### src/rtl/maj_chain_pkg.sv
// Shared helpers for the MAJ3 chain pipeline: lane-wise majority and stage/skew geometry.
package maj_chain_pkg;

  localparam int MAJ_MAX_W = 64;

  function automatic logic [MAJ_MAX_W-1:0] maj3(input logic [MAJ_MAX_W-1:0] a,
                                                input logic [MAJ_MAX_W-1:0] b,
                                                input logic [MAJ_MAX_W-1:0] c);
    return (a & b) | (a & c) | (b & c);
  endfunction

  // Number of registered chain segments after the leaf register.
  function automatic int n_stages(input int n_grp, input int reg_every);
    return (n_grp - 2 + reg_every - 1) / reg_every;
  endfunction

  function automatic int lat(input int n_grp, input int reg_every);
    return 1 + n_stages(n_grp, reg_every);
  endfunction

  // Chain steps already folded into acc at the output of stage s (stage 0 holds acc = w[0]).
  function automatic int steps_done(input int s, input int n_grp, input int reg_every);
    int t;
    t = s * reg_every;
    return (t > n_grp - 2) ? n_grp - 2 : t;
  endfunction

  // w[] values still needed after t steps: w[t+1 .. n_grp-1], none once the chain is done.
  function automatic int skew_n(input int t, input int n_grp);
    return (t >= n_grp - 2) ? 0 : n_grp - 1 - t;
  endfunction

endpackage

### src/rtl/maj_chain_stage.sv
// One pipeline slice of the MAJ3 chain: valid, running acc and the skewed w[] still to be consumed.
module maj_chain_stage #(
  parameter int W    = 1,
  parameter int SK_N = 1
) (
  input  logic                              clk,
  input  logic                              rst_n,
  input  logic                              adv,
  input  logic                              d_valid,
  input  logic [W-1:0]                      d_acc,
  input  logic [(SK_N > 0 ? SK_N : 1)*W-1:0] d_skew,
  output logic                              q_valid,
  output logic [W-1:0]                      q_acc,
  output logic [(SK_N > 0 ? SK_N : 1)*W-1:0] q_skew
);

  // Data only moves on a real beat so holes leave the previous contents in place.
  always_ff @(posedge clk or negedge rst_n) begin
    if (!rst_n) begin
      q_valid <= 1'b0;
      q_acc   <= '0;
      q_skew  <= '0;
    end else if (adv) begin
      q_valid <= d_valid;
      if (d_valid) begin
        q_acc  <= d_acc;
        q_skew <= d_skew;
      end
    end
  end

endmodule

### src/rtl/maj_chain_pipe.sv
// Pipelined MAJ3-chain evaluator with valid/ready streaming and a global stall.
// Optional per-operand complement input in_pol is enabled by defining MAJ_CHAIN_POL_EN.
module maj_chain_pipe
  import maj_chain_pkg::*;
#(
  parameter int N_GRP     = 6,
  parameter int W         = 1,
  parameter int REG_EVERY = 2
) (
  input  logic                 clk,
  input  logic                 rst_n,
  input  logic                 in_valid,
  output logic                 in_ready,
  input  logic [3*N_GRP*W-1:0] in_data,
`ifdef MAJ_CHAIN_POL_EN
  input  logic [3*N_GRP-1:0]   in_pol,
`endif
  output logic                 out_valid,
  input  logic                 out_ready,
  output logic [W-1:0]         out_data
);

  localparam int NS = n_stages(N_GRP, REG_EVERY);

  if (N_GRP < 3 || W < 1 || REG_EVERY < 1 || W > MAJ_MAX_W) begin : g_param_err
    $error("maj_chain_pipe: illegal parameters N_GRP=%0d W=%0d REG_EVERY=%0d",
           N_GRP, W, REG_EVERY);
  end

  logic                 adv;
  logic [3*N_GRP*W-1:0] opnd;
  logic [N_GRP*W-1:0]   w_leaf;

`ifdef MAJ_CHAIN_POL_EN
  always_comb begin
    opnd = '0;
    for (int i = 0; i < 3*N_GRP; i++)
      opnd[i*W +: W] = in_data[i*W +: W] ^ {W{in_pol[i]}};
  end
`else
  assign opnd = in_data;
`endif

  always_comb begin
    w_leaf = '0;
    for (int k = 0; k < N_GRP; k++)
      w_leaf[k*W +: W] = W'(maj3(MAJ_MAX_W'(opnd[(3*k)*W   +: W]),
                                 MAJ_MAX_W'(opnd[(3*k+1)*W +: W]),
                                 MAJ_MAX_W'(opnd[(3*k+2)*W +: W])));
  end

  for (genvar s = 0; s <= NS; s++) begin : g_st
    localparam int T   = steps_done(s, N_GRP, REG_EVERY);
    localparam int SKN = skew_n(T, N_GRP);
    localparam int SKW = (SKN > 0 ? SKN : 1) * W;

    logic           d_valid;
    logic [W-1:0]   d_acc;
    logic [SKW-1:0] d_skew;
    logic           q_valid;
    logic [W-1:0]   q_acc;
    logic [SKW-1:0] q_skew;

    if (s == 0) begin : g_leaf
      assign d_valid = in_valid;
      assign d_acc   = w_leaf[0 +: W];
      assign d_skew  = w_leaf[W +: (N_GRP-1)*W];
    end else begin : g_seg
      localparam int T0 = steps_done(s - 1, N_GRP, REG_EVERY);
      // Previous skew holds w[T0+1 ..], so w[i+1] sits at slot i-T0.
      always_comb begin
        d_acc = g_st[s-1].q_acc;
        for (int i = T0; i < T; i++)
          d_acc = W'(maj3(MAJ_MAX_W'(d_acc),
                          MAJ_MAX_W'(g_st[s-1].q_skew[(i-T0)*W   +: W]),
                          MAJ_MAX_W'(g_st[s-1].q_skew[(i-T0+1)*W +: W])));
      end
      assign d_valid = g_st[s-1].q_valid;
      if (SKN > 0) begin : g_fwd
        assign d_skew = g_st[s-1].q_skew[(T-T0)*W +: SKW];
      end else begin : g_done
        assign d_skew = '0;
      end
    end

    maj_chain_stage #(.W(W), .SK_N(SKN)) u_stage (
      .clk    (clk),
      .rst_n  (rst_n),
      .adv    (adv),
      .d_valid(d_valid),
      .d_acc  (d_acc),
      .d_skew (d_skew),
      .q_valid(q_valid),
      .q_acc  (q_acc),
      .q_skew (q_skew)
    );
  end

  // Whole pipe shifts together; a stalled output freezes every stage.
  assign adv       = ~out_valid | out_ready;
  assign in_ready  = adv;
  assign out_valid = g_st[NS].q_valid;
  assign out_data  = g_st[NS].q_acc;

endmodule
### config.mk
export PLATFORM = sky130hd
export DESIGN_NAME = maj_chain_pipe
export DESIGN_NICKNAME = d
export VERILOG_FILES = /design/src/rtl/maj_chain_pkg.sv /design/src/rtl/maj_chain_stage.sv /design/src/rtl/maj_chain_pipe.sv
export SDC_FILE = /design/constraint.sdc
export NUM_CORES = 1
export LEC_CHECK = 0
export CAP_MARGIN = 30
export CORE_MARGIN = 2
export CORE_UTILIZATION = 42
export CTS_CLUSTER_SIZE = 20
export DETAILED_ROUTE_END_ITERATION = 10
export PLACE_DENSITY = 0.79
export SETUP_SLACK_MARGIN = 0.2
export SLEW_MARGIN = 20
export SYNTH_ARGS = -nofsm -noshare
export SYNTH_HDL_FRONTEND = slang
export SYNTH_HIERARCHICAL = 1
export SYNTH_SLANG_ARGS = --single-unit
export TNS_END_PERCENT = 30
### constraint.sdc
create_clock -name clk -period 1.27 [get_ports clk]
set_input_delay 0.254 -clock clk [delete_from_list [all_inputs] [get_ports clk]]
set_output_delay 0.254 -clock clk [all_outputs]
set_load 0.02 [all_outputs]
Yosys cells after proc, flatten, opt, wreduce, memory -nomap -nowiden --
Index checks and enable logic that the tools add are counted.
Storage, ports and cells: flip-flop bits (word level) 14, latch bits 0, RAM bits 0, memory bits (read-only) 0, bits of input ports 22, word-level logic and storage cells 63, memories kept 0
Operators by class: add/subtract/negate cells 0, $mul 0, divide/modulo/power cells 0, magnitude comparators 0, equal/unequal tests 0, shift-type cells 0, multiplexer cells 0, bitwise logic cells 52, reductions and logical operators 3
Operator list (number):
- $and 1x1->1 | 30
- $or 1x1->1 | 21
- $reduce_and 2->1 | 3
- $not 1->1 | 1

Longest topological paths before layout --
Gate-level depths: netlist of run 1.
depth in word-level cells 6, depth in mapped cells 3, mapped depth without buffers 3

By module --
The synthesis of run 1 kept the hierarchy.
By module, submodules not included:
- maj_chain_stage at g_st[0].u_stage | instances 1, cells an instance 16, area each 257.7 sq um, seq. area each 175.2 sq um
- maj_chain_stage at g_st[1].u_stage | instances 1, cells an instance 12, area each 200.2 sq um, seq. area each 125.1 sq um
- maj_chain_stage at g_st[2].u_stage | instances 1, cells an instance 8, area each 120.1 sq um, seq. area each 75.1 sq um
- maj_chain_pipe | instances 1, cells an instance 16, area each 115.1 sq um, seq. area each 0.0 sq um

Worst setup path after synthesis of run 1 --
Ideal clock, no wire load.
path kind reg2reg, from register g_st[2].u_stage.q_valid, to register g_st[0].u_stage.q_acc, data arrival time 1293 ps, required time 1145 ps, slack -148 ps, cell stages (with the launch flop) 4, buffers on the path 0, clock period less this slack 1418 ps, cell sequence dfrtp_1 -> nand2b_1 -> nand2_2 -> mux2_2
On the way: longest elaborated chain between the ends 3
Ends and longest elaborated chain:
- from (decl) | line maj_chain_stage.sv:12 | output logic q_valid,
- from (signal assigned) | line maj_chain_stage.sv:24 | q_valid <= d_valid;
- $not 1->1 | line maj_chain_pipe.sv:100 | assign adv = ~out_valid | out_ready;
- $or 1x1->1 | line maj_chain_pipe.sv:100
- named net in_ready | line maj_chain_pipe.sv:13 | output logic in_ready,
- $reduce_and 2->1 (no source line)
- to (signal assigned) | line maj_chain_stage.sv:21 | q_acc <= '0;
- to (signal assigned) | line maj_chain_stage.sv:26 | q_acc <= d_acc;
- to (decl) | line maj_chain_stage.sv:13 | output logic [W-1:0] q_acc,
The timed path passes the listed nets, and every way through them passes these cells. A chain may end at the register's enable or synchronous reset.

Worst setup path after layout of run 1 --
from register g_st[2].u_stage.q_valid, to output port in_ready
On the way: longest elaborated chain between the ends 2
Ends and longest elaborated chain (line):
- $not 1->1 | maj_chain_pipe.sv:100
- $or 1x1->1 | maj_chain_pipe.sv:100
- to (decl) | maj_chain_pipe.sv:13
No other way between the ends.

==> run metrics, run 1 <==
Worst Path Required=1.02 ns; grt met1 use=15.3%; hold crit path type=in2async; worst path cell trace=nand2b_4, buf_6; Syn Nets=71; Crit. End Element=output port; RSZ-0062 raised after global routing=true; status=complete, no violations; delay-heaviest family, CP=flip-flops; TritonCTS clock tree=yes; Placed Area=943 µm²; fraction of layout cells with a size suffix above 1=40.0%; Critical Path Max Stage Delay=0.43 ns; n_diodes=0; fillers=121; sum of negative setup slack=0 ns; critical path depth=2; CP max-delay cell=dfrtp_2; grt met3 use=2.98%; CP bufs+invs=1; PwrDens=1760 nW/µm²; Buffers on Ports=24; gp weighted congestion=0.662; GRT Max-Usage Layer=met2; r2r setup slk=0.12 ns; CP max FO=3; Die Ht=43.3 µm; Finished Layout Cells=96; worst hold margin=0.282 ns; kind of critical path=reg2out; Max Root-Sink Buffers=2; H-tree depth=1; min Tclk post-route=1.16 ns; final max-slew violation count=0; CTS clk-pin slew, worst paths=0.09 ns; remaining global-route overflow=0; Max Cap Violations=0; Final setup viols=0; Core ar.=1470 µm²; vias per cell=5.02; Final Hold Viols=0; Synth Cell Area=649 µm²; # rows=14; crit path to=in_ready; post-DR wirelength/cell=12.2 µm; Root Buffer=clkbuf_4; DRC=0; first-pass GRT wire length=2000 µm; peak supply drop=0.000861 V; Final Skew=0.00394 ns; Reg2Reg Launch Point=g_st[2].u_stage/q_valid; die span in x=43.3 µm; GRT Util Overall=15.0%; Syn Area/Cell=13.3 µm²; hpwl dp=904 µm; clock sink count=14; final net count=103; 1st-pass router iterations=4; clk_lat worst skew=0.28 ns; Worst Reg2Reg Path Length in Cells=4; post-route design area=1010 µm²; DRT antenna net count=0; vias in the first global route=498; initial core utilization=44.1%; cell count after placement=91; die area=1880 µm²; DRT Wirelength=1170 µm; Area Overhead vs Synth=55.3%; critical path startpoint category=flip-flop; r2r endpoint=g_st[0].u_stage/q_skew[0]; leakage=0.445 nW; Max Clock Freq=859 MHz; pin count of the biggest net entering global routing=15; Final Cycle Share=91.7%; Ports=25; Ys Warns=6; total CTS buffers=3; relative max-transition margin=87.0%; Data arrival, critical path=0.91 ns; Setup crit start=g_st[2].u_stage/q_valid; GRT met2 Usage=26.6%; Post-Syn Instances=49; DR vias=482; Iteration-0 DRC Markers=4; initial antenna violation count=0; worst-margin pin slew=0.194 ns
-- metrics by stage --
stage / setup slack [ns] / utilization (%) / power, mW
after floorplan: 0.140 / - / 1.17
after global placement: -0.394 / 64.1 / 1.39
after detailed placement: -0.406 / 64.1 / 1.42
after CTS: 0.0922 / 67.9 / 1.77
after global routing: 0.0681 / 68.5 / 1.87
final: 0.105 / 68.5 / 1.78
-- sequential cells by signal, summed over array words and instances (netlist names) --
name,flops
g_st.u_stage/q_skew,8
g_st.u_stage/q_valid,3
g_st.u_stage/q_acc,3
-- repair_timing --
| item | 4_1_cts | 5_1_grt |
|---|---|---|
| cloned | 0 | 0 |
| pin swaps | 1 | 0 |
| setup buffers | 1 | 0 |
| resized for setup | 20 | 1 |
| hold buffers | 0 | 0 |
| endpoints found under the setup margin | 14 | 14 |
-- worst min-delay path by stage --
stage / slack [ns] / start / cells past startpoint / to
floorplan: -0.04 / rst_n / 0 / g_st[0].u_stage/q_acc
global placement: 0.49 / g_st[0].u_stage/q_skew[4] / 1 / g_st[1].u_stage/q_skew[2]
detailed placement: 0.50 / g_st[0].u_stage/q_skew[3] / 1 / g_st[1].u_stage/q_skew[1]
CTS: 0.29 / rst_n / 2 / g_st[1].u_stage/q_skew[2]
global route: 0.31 / rst_n / 2 / g_st[2].u_stage/q_valid
finish: 0.28 / rst_n / 2 / g_st[1].u_stage/q_skew[1]
-- area by class of cell --
class / count / area (µm²) / share of cell area (%)
clock buffers: 4 / 36.3 / 3.60
inverters: 5 / 18.8 / 1.86
flip-flops and latches: 14 / 352 / 34.9
well taps: 16 / 20.0 / 1.99
multi-input cells: 30 / 315 / 31.3
repair buffers: 27 / 267 / 26.4
-- report_power, final --
part | internal, mW | switching [mW]
sequential | 0.624 | 0.134
combinational | 0.433 | 0.269
clock | 0.174 | 0.144
total | 1.23 | 0.547
-- cell usage in the layout, fill, tap and decap left out, drive strengths merged --
| master | instances |
|---|---|
| nand2b | 1 |
| clkbuf | 4 |
| mux2 | 11 |
| clkdlybuf4s50 | 20 |
| dlygate4sd2 | 1 |
| dfrtp | 14 |
| buf | 6 |
| a21oi | 2 |
| inv | 5 |
| maj3 | 6 |
| o21ai | 7 |
| nand2 | 3 |
-- layer usage --
| metal | routed length, µm | part of all wire [%] |
|---|---|---|
| met4 | 22 | 1.9 |
| met5 | 0 | 0 |
| met2 | 626 | 53 |
| met1 | 464 | 40 |
| met3 | 60 | 5.1 |
Power figures use the tool's default switching activity.
==> run 2: changes to the inputs <==
--- a/config.mk
+++ b/config.mk
@@ -11,7 +11,7 @@
 export CTS_CLUSTER_SIZE = 20
 export DETAILED_ROUTE_END_ITERATION = 10
 export PLACE_DENSITY = 0.79
-export SETUP_SLACK_MARGIN = 0.2
+export SETUP_SLACK_MARGIN = 0.5
 export SLEW_MARGIN = 20
 export SYNTH_ARGS = -nofsm -noshare
 export SYNTH_HDL_FRONTEND = slang
==> results of run 2 <==
No change in the layout: final DEF, timing and power equal those of run 1.
==> run 3: changes to the inputs <==
==> constraint.sdc (replaced) <==
create_clock -name clk -period 1.2 [get_ports clk]
set_input_delay 0.24 -clock clk [delete_from_list [all_inputs] [get_ports clk]]
set_output_delay 0.24 -clock clk [all_outputs]
set_load 0.02 [all_outputs]
==> run 3 against run 2 <==
Clock skew down 0.0037 ns. Hold slack got worse by 0.016 ns. Utilization rose by 1.0 points. Cell count is the same. Design area increased by 1.5%. Clock power up 6.6%. Total power is 8.9% higher. Register-to-register slack worse by 0.09 ns. First-iteration DRC count down 75%. Sequential share of layout area is 0.51 points lower. Sequential power rose by 6.5%.
==> run metrics, run 3 (same netlist as run 1, synthesis figures left out) <==
status=complete, no violations (unchanged); n_diodes=0 (unchanged); worst-margin pin slew=0.218 ns (was 0.194 ns); Iteration-0 DRC Markers=1 (was 4); Ports=25 (unchanged); GRT Max-Usage Layer=met2 (unchanged); setup ws final=0.0285 ns (was 0.105 ns); Critical Path Max Stage Delay=0.44 ns (was 0.43 ns); DR vias=475 (was 482); die span in x=43.3 µm (unchanged); grt met1 use=16.7% (was 15.3%); initial core utilization=44.1% (unchanged); most frequent cells in the layout=clkdlybuf4s50_1, dfrtp_1, mux2_4 (was clkdlybuf4s50_1, dfrtp_1, o21ai_0); PwrDens=1890 nW/µm² (was 1760 nW/µm²); # rows=14 (unchanged); TritonCTS clock tree=yes (unchanged); H-tree depth=1 (unchanged); Final Cycle Share=97.6%; Final Hold Viols=0 (unchanged); Final Skew=0.000290 ns (was 0.00394 ns); RSZ-0062 raised after global routing=true (unchanged); peak supply drop=0.000970 V (was 0.000861 V); vias per cell=4.95 (was 5.02); CP max-delay cell=dfrtp_2 (unchanged); cts hold-fix bufs=0 (unchanged); kind of critical path=reg2reg (was reg2out); min Tclk post-route=1.17 ns; grt met3 use=4.26% (was 2.98%); pin count of the biggest net entering global routing=15 (unchanged); remaining global-route overflow=0 (unchanged); Root Buffer=clkbuf_4 (unchanged); largest reg by FF count=g_st.u_stage/q_skew (unchanged); gp weighted congestion=0.662 (about the same); fillers=118 (was 121); hold crit path type=in2async (unchanged); max FFs per register=8 (unchanged); Crit. End Element=flip-flop (was output port); first-pass GRT wire length=2150 µm (was 2000 µm); final max-slew violation count=0 (unchanged); initial antenna violation count=0 (unchanged); 1st-pass router iterations=2 (was 4); Data arrival, critical path=1.34 ns (was 0.91 ns); Buffers on Ports=24 (unchanged); DRC=0 (unchanged); worst path cell trace=nand2b_4, buf_8, nand2_8, mux2_4 (was nand2b_4, buf_6); Area Overhead vs Synth=57.6% (was 55.3%); DRT antenna net count=0 (unchanged); Total Power=1.94 mW (was 1.78 mW); vias in the first global route=517 (was 498); CTS clk-pin slew, worst paths=0.09 ns (about the same); Max Clock Freq=854 MHz; fraction of layout cells with a size suffix above 1=40.0% (unchanged); final net count=103 (unchanged); GRT Util Overall=16.4% (was 15.0%); Max Cap Violations=0 (unchanged); CP max FO=7 (was 3); Setup WS pre-CTS=-0.448 ns (was -0.406 ns); clock sink count=14 (unchanged); Max Root-Sink Buffers=2 (unchanged); CP bufs+invs=1 (unchanged); Final setup viols=0 (unchanged); GRT met2 Usage=29.9% (was 26.6%); critical path startpoint category=flip-flop (unchanged); clk_lat worst skew=0.28 ns (about the same); Largest regs=g_st.u_stage/q_skew (8), g_st.u_stage/q_acc (3), g_st.u_stage/q_valid (3) (unchanged); relative max-transition margin=85.3% (was 87.0%); post-DR wirelength/cell=13.0 µm (was 12.2 µm); Core ar.=1470 µm² (unchanged); die area=1880 µm² (unchanged); Die Ht=43.3 µm (unchanged); DRT Wirelength=1250 µm (was 1170 µm); total CTS buffers=3 (unchanged); leakage=0.463 nW (was 0.445 nW); delay-heaviest family, CP=flip-flops (unchanged); Worst Path Required=1.37 ns (was 1.02 ns); r2r setup slk=0.03 ns (was 0.12 ns); commonest non-fill, non-tap cell in the layout=clkdlybuf4s50_1 (unchanged)
==> run 3: cell counts in the layout (fill, tap and decap cells not counted) <==
No cell type changed its count.
==> run 3: repair_timing <==
| action | in CTS | in global routing |
|---|---|---|
| endpoints found under the setup margin | 17 | 17 |
| setup buffers | 1 | 0 |
| pin swaps | 1 | 0 |
| resized for setup | 25 | 0 |
| cloned | 0 | 0 |
==> run 3: cell type report <==
cell class	instances	area, µm²	area share (%)
inverter	5	18.8	1.83
tap	16	20.0	1.96
clock buffer	4	36.3	3.55
sequential	14	352	34.4
multi-input combinational	30	330	32.3
timing repair buffer	27	267	26.0
==> run 3: metrics by stage <==
step / setup TNS, ns / hold slack (ns) / utilization (%) / cell area, µm² / instances
6_report: 0 / 0.265 / 69.6 / 1020 / 96
5_1_grt: -0.0348 / 0.275 / 69.6 / 1020 / 96
4_1_cts: 0 / 0.266 / 69.6 / 1020 / 96
3_5_place_dp: -3.99 / 0.496 / 64.1 / 943 / 91
3_3_place_gp: -3.69 / 0.487 / 64.1 / 943 / 91
2_1_floorplan: 0 / -0.0556 / - / 668 / 49
==> run 3: final timing paths <==
path                                      startpoint                        end  depth (start not counted)
max                          g_st[2].u_stage/q_valid  g_st[0].u_stage/q_skew[0]                          4
min                                            rst_n    g_st[2].u_stage/q_valid                          2
max reg2reg                  g_st[2].u_stage/q_valid  g_st[0].u_stage/q_skew[0]                          4
min reg2reg                g_st[0].u_stage/q_skew[4]  g_st[1].u_stage/q_skew[2]                          1
max in group asynchronous                      rst_n    g_st[2].u_stage/q_valid                          2
min in group clk           g_st[0].u_stage/q_skew[4]  g_st[1].u_stage/q_skew[2]                          1
==> run 3: layer usage <==
metal  vias to the layer above  wire (µm)
met5                         -          0
met4                         0          0
met3                         0         67
met2                        15        710
met1                       229        473
li1                        231          -
==> run 3: report_power, final <==
part / total (mW) / leakage (nW) / switching (mW) / internal, mW
Sequential: 0.807 / 0.163 / 0.146 / 0.661
Clock: 0.339 / 0.0210 / 0.155 / 0.184
Combinational: 0.791 / 0.280 / 0.301 / 0.490
Total: 1.94 / 0.463 / 0.602 / 1.34
